## src/rtl/text_console.sv

```systemverilog
// Character-stream front end: decodes a byte stream into tile-memory cell writes
// and keeps a text cursor; runs a full-screen clear after reset and on form feed.
module text_console #(
  parameter int          COLS     = 80,
  parameter int          ROWS     = 60,
  parameter int          ADDR_W   = 13,
  parameter logic [7:0]  CLR_CHAR = 8'h20
) (
  input  logic              clk,
  input  logic              rst,
  input  logic              in_valid,
  input  logic [7:0]        in_data,
  output logic              in_ready,
  output logic              wr_en,
  output logic [ADDR_W-1:0] wr_addr,
  output logic [7:0]        wr_data,
  output logic [6:0]        cursor_col,
  output logic [5:0]        cursor_row,
  output logic              busy
);

  localparam logic [6:0]        LAST_COL  = 7'(COLS - 1);
  localparam logic [5:0]        LAST_ROW  = 6'(ROWS - 1);
  localparam logic [ADDR_W-1:0] COLS_A    = ADDR_W'(COLS);
  localparam logic [ADDR_W-1:0] LAST_CELL = ADDR_W'(COLS * ROWS - 1);
  localparam logic [7:0]        COLS_B    = 8'(COLS);

  typedef enum logic {IDLE, CLEAR} state_t;

  state_t            state, state_n;
  logic [6:0]        col, col_n;
  logic [5:0]        row, row_n;
  logic [ADDR_W-1:0] line_base, base_n;
  logic [ADDR_W-1:0] clr_cnt, cnt_n;
  logic              wr_en_n;
  logic [ADDR_W-1:0] wr_addr_n;
  logic [7:0]        wr_data_n;
  logic [ADDR_W-1:0] cell_addr;
  logic [7:0]        tab_col;
  logic              accept;
  logic              adv_row;

  assign in_ready   = (state == IDLE);
  assign busy       = (state == CLEAR);
  assign cursor_col = col;
  assign cursor_row = row;
  assign accept     = in_valid && (state == IDLE);
  assign cell_addr  = line_base + ADDR_W'(col);
  // Next tab stop: round up to the next multiple of 8, one bit wider to catch overflow.
  assign tab_col    = {1'b0, col | 7'd7} + 8'd1;

  always_comb begin
    state_n   = state;
    col_n     = col;
    row_n     = row;
    base_n    = line_base;
    cnt_n     = clr_cnt;
    wr_en_n   = 1'b0;
    wr_addr_n = wr_addr;
    wr_data_n = wr_data;
    adv_row   = 1'b0;

    case (state)
      CLEAR: begin
        wr_en_n   = 1'b1;
        wr_addr_n = clr_cnt;
        wr_data_n = CLR_CHAR;
        if (clr_cnt == LAST_CELL) begin
          state_n = IDLE;
          cnt_n   = '0;
          col_n   = '0;
          row_n   = '0;
          base_n  = '0;
        end else begin
          cnt_n = clr_cnt + 1'b1;
        end
      end
      default: begin
        if (accept) begin
          if (in_data >= 8'h20 && in_data <= 8'h7E) begin
            wr_en_n   = 1'b1;
            wr_addr_n = cell_addr;
            wr_data_n = in_data;
            if (col == LAST_COL) begin
              col_n   = '0;
              adv_row = 1'b1;
            end else begin
              col_n = col + 1'b1;
            end
          end else if (in_data == 8'h0D) begin
            col_n = '0;
          end else if (in_data == 8'h0A) begin
            col_n   = '0;
            adv_row = 1'b1;
          end else if (in_data == 8'h08) begin
            if (col != '0) begin
              col_n     = col - 1'b1;
              wr_en_n   = 1'b1;
              wr_addr_n = cell_addr - 1'b1;
              wr_data_n = CLR_CHAR;
            end
          end else if (in_data == 8'h09) begin
            if (tab_col >= COLS_B) begin
              col_n   = '0;
              adv_row = 1'b1;
            end else begin
              col_n = tab_col[6:0];
            end
          end else if (in_data == 8'h0C) begin
            state_n = CLEAR;
            cnt_n   = '0;
          end
        end
      end
    endcase

    // Row change keeps line_base = row*COLS without a multiplier; no scrolling.
    if (adv_row) begin
      if (row == LAST_ROW) begin
        row_n  = '0;
        base_n = '0;
      end else begin
        row_n  = row + 1'b1;
        base_n = line_base + COLS_A;
      end
    end
  end

  always_ff @(posedge clk) begin
    if (rst) begin
      state     <= CLEAR;
      clr_cnt   <= '0;
      col       <= '0;
      row       <= '0;
      line_base <= '0;
      wr_en     <= 1'b0;
      wr_addr   <= '0;
      wr_data   <= '0;
    end else begin
      state     <= state_n;
      clr_cnt   <= cnt_n;
      col       <= col_n;
      row       <= row_n;
      line_base <= base_n;
      wr_en     <= wr_en_n;
      wr_addr   <= wr_addr_n;
      wr_data   <= wr_data_n;
    end
  end

endmodule

```

## config.mk

```make
export PLATFORM = sky130hd
export DESIGN_NAME = text_console
export DESIGN_NICKNAME = d
export VERILOG_FILES = /design/src/rtl/text_console.sv
export SDC_FILE = /design/constraint.sdc
export NUM_CORES = 1
export LEC_CHECK = 0
export ABC_AREA = 1
export CAP_MARGIN = 20
export CORE_MARGIN = 1.5
export CORE_UTILIZATION = 60
export DETAILED_ROUTE_END_ITERATION = 8
export PLACE_DENSITY = 0.9
export SYNTH_ARGS = -nofsm -noshare
export SYNTH_HDL_FRONTEND = slang
export SYNTH_SLANG_ARGS = --single-unit
export TNS_END_PERCENT = 30
```

## constraint.sdc

```tcl
create_clock -name clk -period 4.16 [get_ports clk]
set_input_delay 0.832 -clock clk [delete_from_list [all_inputs] [get_ports clk]]
set_output_delay 0.832 -clock clk [all_outputs]
set_load 0.005 [all_outputs]
```

==> run_results.csv, run 1 <==
group,metric,value,unit
outcome,outcome,"complete, no violations",
global_routing,grt-ovfl-total,0,
global_routing,grt_pass1_vias,3841,
global_routing,grt_pass1_wl,17.8,mm
logic_synthesis,mappedNetlistArea,3840,µm²
logic_synthesis,synth_cells,579,
logic_synthesis,synth_seq_area_share,0.302,
power,leakage,1.86,nW
sta,final_max_slew_viol_count,0,
placement,io_buffers,47,
final_layout,fill_cells,439,
clock_tree,cts_root_buf,"clkbuf_8",
clock_tree,cts_hold_repair.buffers,0,
clock_tree,cts-resized-gates,0,
clock_tree,cts_tree,"done",
logic_synthesis,synth_cell_types,39,
route,drt_iter0_drc,448,
logic_synthesis,ys_ff_latch,58,
logic_synthesis,synth_most_common_cell,"nand2_1",
setup_path,worstPathRequired,3.33,ns
setup_path,worstSetupPathType,"register to output port",
logic_synthesis,yosysTopAreaCell,"dfxtp_1",
route,firstDrtPassIters,5,
setup_path,crit_family,"flip-flops",
floorplan,io_pins,48,
power,report.power.total,1.38,mW
logic_synthesis,synth_edf_count,0,
sta,hold_viol_final,0,
clock_tree,clock_path_buffers,2,
logic_synthesis,synth-main-ff-cell,"dfxtp_1",
floorplan,rows,28,
floorplan,core,6060,µm²
final_layout,drive_gt1_frac,0.0722,
final_layout,syn_to_final_growth,18.4,%
clock_tree,clkLatencyLatePin,0.35,ns
sta,max_slew_margin,0.430,
power,powerDensity,303,nW/µm²
sta,skew,0.0112,ns
clock_tree,cts_inserted_buffers,9,
clock_tree,path_clk_slew,0.07,ns
setup_path,slowest_stage,"dfxtp_1",
floorplan,die_h,83.0,µm
logic_synthesis,synth.avg_cell_area,6.64,µm²
global_routing,grt_max_degree,33,
logic_synthesis,yosys_warnings,0,
hold_path,holdCritStartpoint,"wr_data[7]",
setup_path,r2r-start,"busy",
clock_tree,h-tree-depth,3,
placement,place.gp.congestion,0.932,
clock_tree,clkSinkCount,58,
hold_path,hold_class,"register to register",
setup_path,crit_start,"busy",
floorplan,die-area,6890,µm²
sta,setup_viol,0,
route,vias,4190,
sta,layout_worst_path_cycle_share,0.650,
setup_path,path_cells,"clkdlybuf4s50_1",
logic_synthesis,synth_top_cell_area_share,0.302,
run,drv_cap,0,
sta,hold_slack,0.460,ns
power,max-vdd-ir-drop,332,µV
global_routing,grt_usage,0.311,
route,vias_per_cell,6.00,
sta,fmax,370,MHz
setup_path,crit_buf_inv,1,
global_routing,antenna_found_initial,0,
placement,dp_hpwl,7.59,mm
setup_path,critPathMaxFanout,21,
logic_synthesis,synth_common_cells,"nand2_1 (129), inv_1 (67), nand3_1 (60), dfxtp_1 (58), a21oi_1 (56)",
route,drc,0,
logic_synthesis,syn_nets,601,
logic_synthesis,synth.area.top_cells,"dfxtp_1 (30%), nand2_1 (13%), nand3_1 (7.8%), a21oi_1 (7.3%), inv_1 (6.5%)",
route,drt-wirelength-per-cell,15.4,µm
route,wl,10.8,mm
route,ant_nets,0,
final_layout,diodes,0,
setup_path,start_kind,"register",
floorplan,die_x,83.0,µm
final_layout,layout.nets,640,
setup_path,endpoint_kind,"output port",
floorplan,start_util,0.634,
logic_synthesis,async_reset_ff_frac,0,
setup_path,cpPeakStageDelay,0.88,ns
sta,rsz0062_at_grt,"false",
sta,min_period,2.71,ns
sta,tightest_slew,0.853,ns
sta,finalSetupTns,0,ns
clock_tree,post_cts_buffers,0,
setup_path,crit_arrival,1.87,ns
==> path summary, 6_finish.rpt <==
path / end / slack (ns) / cells past startpoint
worst max register to register: cursor_col[2] / 1.84 / 9
worst min-delay path: wr_data[7] / 0.46 / 2
worst max-delay path: busy / 1.45 / 1
worst min register to register: wr_data[7] / 0.46 / 2
==> cells in the final DEF, fill, tap and decap left out, types with 2 or more instances in the layout <==
| cell type | count |
|---|---|
| nand2_1 | 129 |
| inv_1 | 67 |
| nand3_1 | 60 |
| dfxtp_1 | 58 |
| a21oi_1 | 56 |
| nor2_1 | 47 |
| clkdlybuf4s50_1 | 47 |
| o21ai_0 | 35 |
| nand4_1 | 21 |
| xor2_1 | 17 |
| clkbuf_8 | 12 |
| ha_1 | 11 |
| o211ai_1 | 6 |
| inv_2 | 5 |
| nor3_1 | 5 |
| nand2_2 | 4 |
| nand3_2 | 4 |
| a31oi_1 | 4 |
| bufinv_16 | 4 |
| nor2_2 | 3 |
| or2_2 | 3 |
| a211oi_1 | 3 |
| xnor2_1 | 3 |
| buf_4 | 3 |
| nor2_4 | 2 |
| nand3_4 | 2 |
| nand2_4 | 2 |
==> flip-flops by register name (all words and copies together) (netlist names) <==
register and count:
busy 1, clr_cnt 13, line_base 9, wr_data 8, wr_addr 13, cursor_row 6, cursor_col 7, wr_en 1
==> power breakdown <==
| group | switching, mW | internal, mW |
|---|---|---|
| Sequential | 0.00472 | 0.560 |
| Combinational | 0.0388 | 0.0260 |
| Clock | 0.241 | 0.508 |
==> through the flow <==
step	setup WS (ns)	area, µm²	utilization	cells
after floorplan	2.15	3840	-	579
after global placement	1.35	4260	0.703	682
after detailed placement	1.27	4260	0.703	682
after CTS	1.49	4550	0.750	698
after global routing	1.40	4550	0.750	698
final	1.45	4550	0.750	698
==> kinds of logic (layout without fill, tap and decap cells) <==
kind of cell / count (synthesis) / after routing / share of synthesized area
compound gates: 110 / 110 / 0.155
xor+xnor: 21 / 21 / 0.0498
fa+ha+maj: 11 / 11 / 0.0358
buf+inv: 94 / 138 / 0.114
flops: 58 / 58 / 0.302
simple gates: 285 / 285 / 0.344
==> per-layer routing <==
metal	vias to the layer above	routed length (µm)	global-route usage
met5	-	0	0
met4	0	231	0.111
met2	212	5210	0.524
met3	27	854	0.0596
li1	1995	-	-
met1	1956	4480	0.396
==> cell type report <==
type                            count  area [µm²]  area share
Inverter                           72         270      0.0594
Multi-Input combinational cell    427        2240       0.494
Clock inverter                      4         120      0.0264
Timing Repair Buffer               50         493       0.108
Tap cell                           75        93.8      0.0206
Sequential cell                    58        1160       0.255
Clock buffer                       12         165      0.0363
(Power assumes the default switching activity.)
==> run 2: changes to the inputs <==
- CORE_UTILIZATION: 60 -> 51
- PLACE_DENSITY: 0.9 -> 0.82
- clock period: 4.16 -> 2.4 ns (I/O delays scaled with it)
==> run_results.csv, run 2 (synthesis results as in run 1) <==
group,metric,value,unit
outcome,outcome,"complete, no violations",
setup_path,worstPathRequired,2.66,ns
power,intPower,1.48,mW
setup_path,r2r-start,"line_base[5]",
global_routing,grt_max_degree,24,
sta,min_period,2.14,ns
final_layout,layout_commonest_cell,"nand2_1",
sta,max_slew_margin,0.586,
run,drv_cap,0,
route,firstDrtPassIters,5,
floorplan,start_util,0.530,
floorplan,die_x,89.8,µm
hold_path,hold_end,"wr_data[7]",
setup_path,start_kind,"register",
hold_path,hold_depth,2,
clock_tree,post_cts_buffers,0,
floorplan,io_pins,48,
route,drc,0,
placement,place.gp.congestion,0.967,
clock_tree,clkLatencyLatePin,0.34,ns
floorplan,die-area,8060,µm²
placement,io_buffers,47,
final_layout,reg_top3,"clr_cnt (13), wr_addr (13), line_base (9)",
clock_tree,cts_root_buf,"clkbuf_8",
setup_path,r2r_slack,0.26,ns
power,powerDensity,427,nW/µm²
hold_path,holdCritStartpoint,"wr_data[7]",
power,max-vdd-ir-drop,530,µV
sta,final_max_slew_viol_count,0,
final_layout,layout.nets,656,
sta,fmax,468,MHz
route,vias,4121,
placement,place_area,4410,µm²
route,ant_nets,0,
power,leakage,1.89,nW
sta,skew,0.00599,ns
final_layout,drive_gt1_frac,0.0970,
final_layout,final_cell_mix,"nand2_1 (129), inv_1 (67), nand3_1 (60), dfxtp_1 (57), a21oi_1 (56)",
route,vias_per_cell,5.58,
power,p_comb_frac,0.060,
route,wl,10.6,mm
clock_tree,clock_path_buffers,2,
clock_tree,cts_inserted_buffers,9,
global_routing,grt_pass1_vias,3707,
sta,setup_viol,0,
clock_tree,cts_tree,"done",
setup_path,crit_arrival,2.40,ns
power,p_sw_frac,0.249,
final_layout,diodes,0,
setup_path,r2r.worst_path.cells,13,
final_layout,finalInstanceArea,4600,µm²
clock_tree,clkSinkCount,58,
sta,layout_worst_path_cycle_share,0.890,
global_routing,grt-ovfl-total,0,
floorplan,die_h,89.8,µm
placement,dp_hpwl,7.87,mm
power,p_sw,0.489,mW
route,drt_iter0_drc,387,
sta,finalSetupTns,0,ns
power,power_frac_clock,0.442,
setup_path,endpoint_kind,"register",
setup_path,worstSetupPathType,"register to register",
setup_path,regToRegEndpoint,"wr_addr[10]",
floorplan,rows,31,
global_routing,antenna_found_initial,0,
sta,tightest_slew,0.621,ns
clock_tree,path_clk_slew,0.07,ns
hold_path,hold_class,"register to register",
clock_tree,h-tree-depth,3,
route,drt-wirelength-per-cell,14.4,µm
sta,rsz0062_at_grt,"false",
power,report.power.total,1.97,mW
floorplan,core,7250,µm²
global_routing,grt_usage,0.263,
power,p_seq_frac,0.498,
sta,hold_viol_final,0,
setup_path,critPathMaxFanout,4,
global_routing,grt_pass1_wl,17.5,mm
clock_tree,cts_hold_repair.buffers,0,
final_layout,syn_to_final_growth,19.8,%
==> run 2: changes by cell type in the layout (fill, tap and decap cells not counted) <==
cell        previous run  this run
buf_4                  3        19
dfxtp_2                0         1
dfxtp_1               58        57
clkinv_2               0         2
bufinv_16              4         0
clkinvlp_4             0         2
==> run 2: what timing repair did <==
action,4_1_cts,5_1_grt
endpoints found under the setup margin,0,1
resized for setup,0,1
endpoints found under the hold margin,0,0
==> run 2: area by class of cell <==
type | count | area, µm²
fillers | 676 | 2650
multi-input cells | 427 | 2240
flip-flops and latches | 58 | 1160
repair buffers | 66 | 613
inverters | 72 | 270
clock buffers | 12 | 165
well taps | 99 | 124
clock inverters | 4 | 25.0
==> run 2: per-layer routing <==
metal | track usage | part of all wire | up-vias
met1 | 0.366 | 0.46 | 1917
met4 | 0.0820 | 0.013 | 0
met2 | 0.426 | 0.47 | 154
met5 | 0 | 0 | -
li1 | - | - | 2034
met3 | 0.0313 | 0.060 | 16
==> run 2: how the worst max path moves through the flow <==
stage | start | depth (start not counted) | slack (ns) | endpoint
finish | line_base[5] | 13 | 0.26 | wr_addr[10]
global route | line_base[5] | 13 | 0.02 | wr_addr[10]
CTS | cursor_col[4] | 13 | 0.23 | wr_addr[10]
detailed placement | in_data[2] | 11 | 0.04 | wr_addr[10]
global placement | in_data[4] | 11 | 0.11 | cursor_col[0]
floorplan | cursor_col[6] | 9 | 0.55 | wr_addr[10]
==> run 2: power groups by stage <==
stage	Clock, mW	Combinational (mW)	Sequential (mW)
2_1_floorplan	0	0.0623	0.999
3_3_place_gp	0	0.114	1.00
3_5_place_dp	0	0.116	1.00
4_1_cts	0.874	0.117	0.979
5_1_grt	0.912	0.130	0.979
6_report	0.869	0.119	0.979
==> run 2: critical path: stages, from the launching register on <==
cell and delay, ns:
dfxtp_1 0.35, ha_1 0.35, nand2_1 0.09, nand2_1 0.10
nand2_1 0.08, nand2_1 0.11, inv_1 0.05, nand2_1 0.11
nand2_1 0.09, nor2_1 0.24, nand2_1 0.10, xor2_1 0.18
nand2_1 0.09, a21oi_1 0.14
==> run 2: stage by stage <==
| stage | hold WS (ns) | std cells | worst slack, ns | util |
|---|---|---|---|---|
| 3_3_place_gp | 0.431 | 722 | 0.112 | 0.608 |
| 2_1_floorplan | 0.439 | 579 | 0.555 | - |
| 3_5_place_dp | 0.432 | 722 | 0.0447 | 0.608 |
| 4_1_cts | 0.443 | 738 | 0.231 | 0.635 |
| 6_report | 0.440 | 738 | 0.265 | 0.635 |
| 5_1_grt | 0.460 | 738 | 0.0182 | 0.635 |
